**src/rtl/conversor_bcd_seq_pkg.sv**
```systemverilog
// Shared definitions for the sequential binary-to-BCD converter:
// FSM encoding, data width and the double-dabble correction constants.
package conversor_bcd_seq_pkg;

  localparam int DATA_W = 8;
  localparam int BCD_W  = 4;
  localparam int CONT_W = 3;

  localparam logic [BCD_W-1:0] BCD_CORRECAO = 4'd3;
  localparam logic [BCD_W-1:0] BCD_LIMIAR   = 4'd5;

  typedef enum logic [1:0] {
    OCIOSO   = 2'd0,
    CONVERTE = 2'd1,
    FIM      = 2'd2
  } estado_t;

endpackage

```
**src/rtl/conversor_bcd_seq_ajuste_bcd_digito.sv**
```systemverilog
// Double-dabble correction for one BCD nibble: add 3 when the digit is 5 or more,
// so that the following left shift carries correctly into the next decade.
module ajuste_bcd_digito
  import conversor_bcd_seq_pkg::*;
(
  input  logic [BCD_W-1:0] digito,
  output logic [BCD_W-1:0] ajustado
);

  assign ajustado = (digito >= BCD_LIMIAR) ? (digito + BCD_CORRECAO) : digito;

endmodule

```
**src/rtl/conversor_bcd_seq.sv**
```systemverilog
// Sequential 8-bit to 3-digit BCD converter (double dabble, one bit per cycle)
// with optional two's-complement input; fixed 9-cycle latency to the pronto pulse.
module conversor_bcd_seq
  import conversor_bcd_seq_pkg::*;
(
  input  logic              clk,
  input  logic              rst,
  input  logic [DATA_W-1:0] valor,
  input  logic              iniciar,
  input  logic              modo_sinal,
  output logic              ocupado,
  output logic              pronto,
  output logic [BCD_W-1:0]  centenas,
  output logic [BCD_W-1:0]  dezenas,
  output logic [BCD_W-1:0]  unidades,
  output logic              negativo
);

  // {sign, magnitude}; negating 0x80 yields 0x80, which read unsigned is 128.
  function automatic logic [DATA_W:0] extrai_magnitude(input logic [DATA_W-1:0] v,
                                                       input logic              com_sinal);
    logic signed [DATA_W-1:0] v_s;
    v_s = signed'(v);
    if (com_sinal && (v_s < 0))
      return {1'b1, (~v) + DATA_W'(1)};
    return {1'b0, v};
  endfunction

  estado_t                 estado, estado_prox;
  logic [DATA_W-1:0]       mag;
  logic [3*BCD_W-1:0]      bcd;
  logic [3*BCD_W-1:0]      bcd_aj;
  logic [CONT_W-1:0]       cont;
  logic                    sinal;

  ajuste_bcd_digito u_aj_unidades (.digito(bcd[BCD_W-1:0]),         .ajustado(bcd_aj[BCD_W-1:0]));
  ajuste_bcd_digito u_aj_dezenas  (.digito(bcd[2*BCD_W-1:BCD_W]),   .ajustado(bcd_aj[2*BCD_W-1:BCD_W]));
  ajuste_bcd_digito u_aj_centenas (.digito(bcd[3*BCD_W-1:2*BCD_W]), .ajustado(bcd_aj[3*BCD_W-1:2*BCD_W]));

  assign ocupado = (estado == CONVERTE) || (estado == FIM);

  always_ff @(posedge clk or posedge rst) begin
    if (rst) estado <= OCIOSO;
    else     estado <= estado_prox;
  end

  always_comb begin
    estado_prox = estado;
    case (estado)
      OCIOSO:   if (iniciar) estado_prox = CONVERTE;
      CONVERTE: if (cont == CONT_W'(7)) estado_prox = FIM;
      FIM:      estado_prox = OCIOSO;
      default:  estado_prox = OCIOSO;
    endcase
  end

  // Work registers and held result; everything clears on reset so an aborted
  // conversion leaves no trace.
  always_ff @(posedge clk or posedge rst) begin
    if (rst) begin
      mag      <= '0;
      bcd      <= '0;
      cont     <= '0;
      sinal    <= 1'b0;
      centenas <= '0;
      dezenas  <= '0;
      unidades <= '0;
      negativo <= 1'b0;
      pronto   <= 1'b0;
    end else begin
      pronto <= 1'b0;
      case (estado)
        OCIOSO: begin
          if (iniciar) begin
            {sinal, mag} <= extrai_magnitude(valor, modo_sinal);
            bcd          <= '0;
            cont         <= '0;
          end
        end
        CONVERTE: begin
          {bcd, mag} <= {bcd_aj[3*BCD_W-2:0], mag, 1'b0};
          cont       <= cont + CONT_W'(1);
        end
        FIM: begin
          centenas <= bcd[3*BCD_W-1:2*BCD_W];
          dezenas  <= bcd[2*BCD_W-1:BCD_W];
          unidades <= bcd[BCD_W-1:0];
          negativo <= sinal;
          pronto   <= 1'b1;
        end
        default: ;
      endcase
    end
  end

endmodule

```
**config.mk**
```make
export PLATFORM = sky130hd
export DESIGN_NAME = conversor_bcd_seq
export DESIGN_NICKNAME = d
export VERILOG_FILES = /design/src/rtl/conversor_bcd_seq_pkg.sv /design/src/rtl/conversor_bcd_seq_ajuste_bcd_digito.sv /design/src/rtl/conversor_bcd_seq.sv
export SDC_FILE = /design/constraint.sdc
export NUM_CORES = 1
export LEC_CHECK = 0
export CORE_MARGIN = 5
export CORE_UTILIZATION = 54
export CTS_CLUSTER_DIAMETER = 40
export DETAILED_ROUTE_END_ITERATION = 10
export HOLD_SLACK_MARGIN = 0.08
export PLACE_DENSITY = 0.78
export SLEW_MARGIN = 20
export SYNTH_ARGS = -nofsm -noshare
export SYNTH_HDL_FRONTEND = slang
export SYNTH_HIERARCHICAL = 1
export SYNTH_SLANG_ARGS = --single-unit
```
**constraint.sdc**
```tcl
create_clock -name clk -period 2.3 [get_ports clk]
set_clock_uncertainty 0.15 [all_clocks]
set_input_delay 0.23 -clock clk [delete_from_list [all_inputs] [get_ports clk]]
set_output_delay 0.23 -clock clk [all_outputs]
set_load 0.05 [all_outputs]
```
==> impl_metrics.env <==
export IMPL_n_fill_cell=302
export IMPL_hold_viol_final=0
export IMPL_core_area_um2=3660
export IMPL_postPlaceCellArea_um2=2350
export IMPL_clkTransAtPathRegs_ns=0.07
export IMPL_slew_headroom_pct=58.5
export IMPL_min_period_ns=2.20
export IMPL_grt_usage_pct=16.5
export IMPL_crit_path_start="estado[0]$_DFFE_PP0P_"
export IMPL_htree_levels=2
export IMPL_drtIter0Drc=45
export IMPL_ir_drop_mv=0.678
export IMPL_leakage_nw=1.16
export IMPL_max_stage_delay_ns=0.79
export IMPL_postCtsHoldBufs=0
export IMPL_fp_dieW_um=71.4
export IMPL_grt_pass1_vias=1476
export IMPL_cp_arrival_ns=1.82
export IMPL_tritoncts="built"
export IMPL_antenna_found_initial=0
export IMPL_cts_resized_gates=0
export IMPL_cts_setup_buffers=0
export IMPL_worstSetupEndpointType="output pin"
export IMPL_fin_setup_tns_ns=0
export IMPL_synthesis_nets=207
export IMPL_layout_commonest_cell="dfrtp_1"
export IMPL_dieArea_um2=5100
export IMPL_drive_gt1_share_pct=13.6
export IMPL_area_growth_pct=19.2
export IMPL_gp_congestion=0.894
export IMPL_start_util_pct=55.6
export IMPL_power_density_nw_per_um2=1110
export IMPL_worst_ep_required_time_ns=1.92
export IMPL_num_io_pins=27
export IMPL_hold_class="in2async"
export IMPL_routed_wl_um=3730
export IMPL_die_y_um=71.4
export IMPL_grt_pass1_wl_um=6680
export IMPL_final_nets=237
export IMPL_syn_area_um2=2030
export IMPL_routedWlPerCell_um=14.3
export IMPL_rr_startpoint="estado[1]$_DFFE_PP0P_"
export IMPL_synth_area_per_cell_um2=11.1
export IMPL_cts_buffers=5
export IMPL_yosysWarnings=6
export IMPL_slew_viol_final=0
export IMPL_cap_violations=0
export IMPL_cts_max_path_buffers=2
export IMPL_startpoint_type="flip-flop"
export IMPL_slowest_stage="clkdlybuf4s50_1"
export IMPL_outcome="completed"
export IMPL_mostFrequentLayoutCells="dfrtp_1 (40), clkdlybuf4s50_1 (26), nand2_1 (18)"
export IMPL_dr_pass1_iters=4
export IMPL_tightest_slew_ns=0.623
export IMPL_rsz0062_at_grt="false"
export IMPL_design_area_um2=2420
export IMPL_dpl_hpwl_um=2770
export IMPL_critPathKind="reg2out"
export IMPL_drc_errors=0
export IMPL_grt_max_degree=41
export IMPL_grt_overflow_total=0
export IMPL_via_per_inst=5.53
export IMPL_total_power_mw=2.69
export IMPL_clk_latency_ns=0.29
export IMPL_cp_max_fo=3
export IMPL_fmax_ghz=0.456
export IMPL_numPortBuffers=26
export IMPL_num_antenna_cells=0
export IMPL_worstPathCellList="inv_1, ha_1, clkdlybuf4s50_1"
export IMPL_synthCells=183
export IMPL_ant_nets=0
export IMPL_crit_family="buffers and inverters"
export IMPL_path_buf_inv=2
export IMPL_cts_root_buf="clkbuf_8"
export IMPL_setup_violations=0
export IMPL_fp_row_count=22
export IMPL_period_share_pct=95.4
export IMPL_vias=1443
export IMPL_clock_sinks=40
==> state kept, by name, indices dropped and copies added, names as in the netlist <==
name,count
centenas,4
bcd,12
negativo,1
cont,3
pronto,1
unidades,4
sinal,1
dezenas,4
estado,2
mag,8
==> worst reg2reg max path, cell delays in order (launching register included) <==
cell and delay [ns]:
dfrtp_1 0.37, inv_1 0.08, ha_1 0.30, o21ai_2 0.53
buf_4 0.32, a22o_1 0.18
==> final timing paths <==
kind	to	slack, ns	cells after the start
max in group asynchronous	unidades[2]$_DFFE_PP0P_	1.44	3
worst max-delay path	ocupado	0.10	3
min in group clk	mag[2]$_DFFE_PP0P_	0.34	2
worst min register to register	mag[2]$_DFFE_PP0P_	0.34	2
worst max register to register	bcd[9]$_DFFE_PP0P_	0.31	5
worst min-delay path	pronto$_DFF_PP0_	0.22	3
==> routing by layer <==
layer | vias to the layer above | GRT usage [%] | wire [um]
met5 | - | 0 | 0
met4 | 0 | 7.52 | 90
met3 | 7 | 4.35 | 185
met2 | 39 | 27.4 | 1820
met1 | 703 | 20.0 | 1640
li1 | 694 | - | -
==> cell type report <==
class,count,area (um^2),share of cell area (%)
repair buffers,29,283,11.7
multi-input cells,123,951,39.2
clock buffers,6,72.6,2.99
clock inverters,1,5.00,0.206
flip-flops and latches,40,1000,41.3
well taps,48,60.1,2.48
inverters,14,52.6,2.17
==> per-stage QoR <==
stage	cells	utilization [%]	worst slack [ns]	hold WS, ns
floorplan	183	-	0.625	0.213
global route	261	66.2	0.0212	0.306
finish	261	66.2	0.105	0.219
CTS	261	66.2	0.0801	0.229
detailed placement	254	64.1	0.249	0.322
global placement	254	64.1	0.330	0.309
==> where the power goes <==
group / total [mW] / internal (mW) / switching (mW)
clock network: 0.432 / 0.206 / 0.226
registers: 1.08 / 0.906 / 0.176
logic: 1.18 / 0.498 / 0.682
Note: power is estimated with default switching activity, not from simulation.
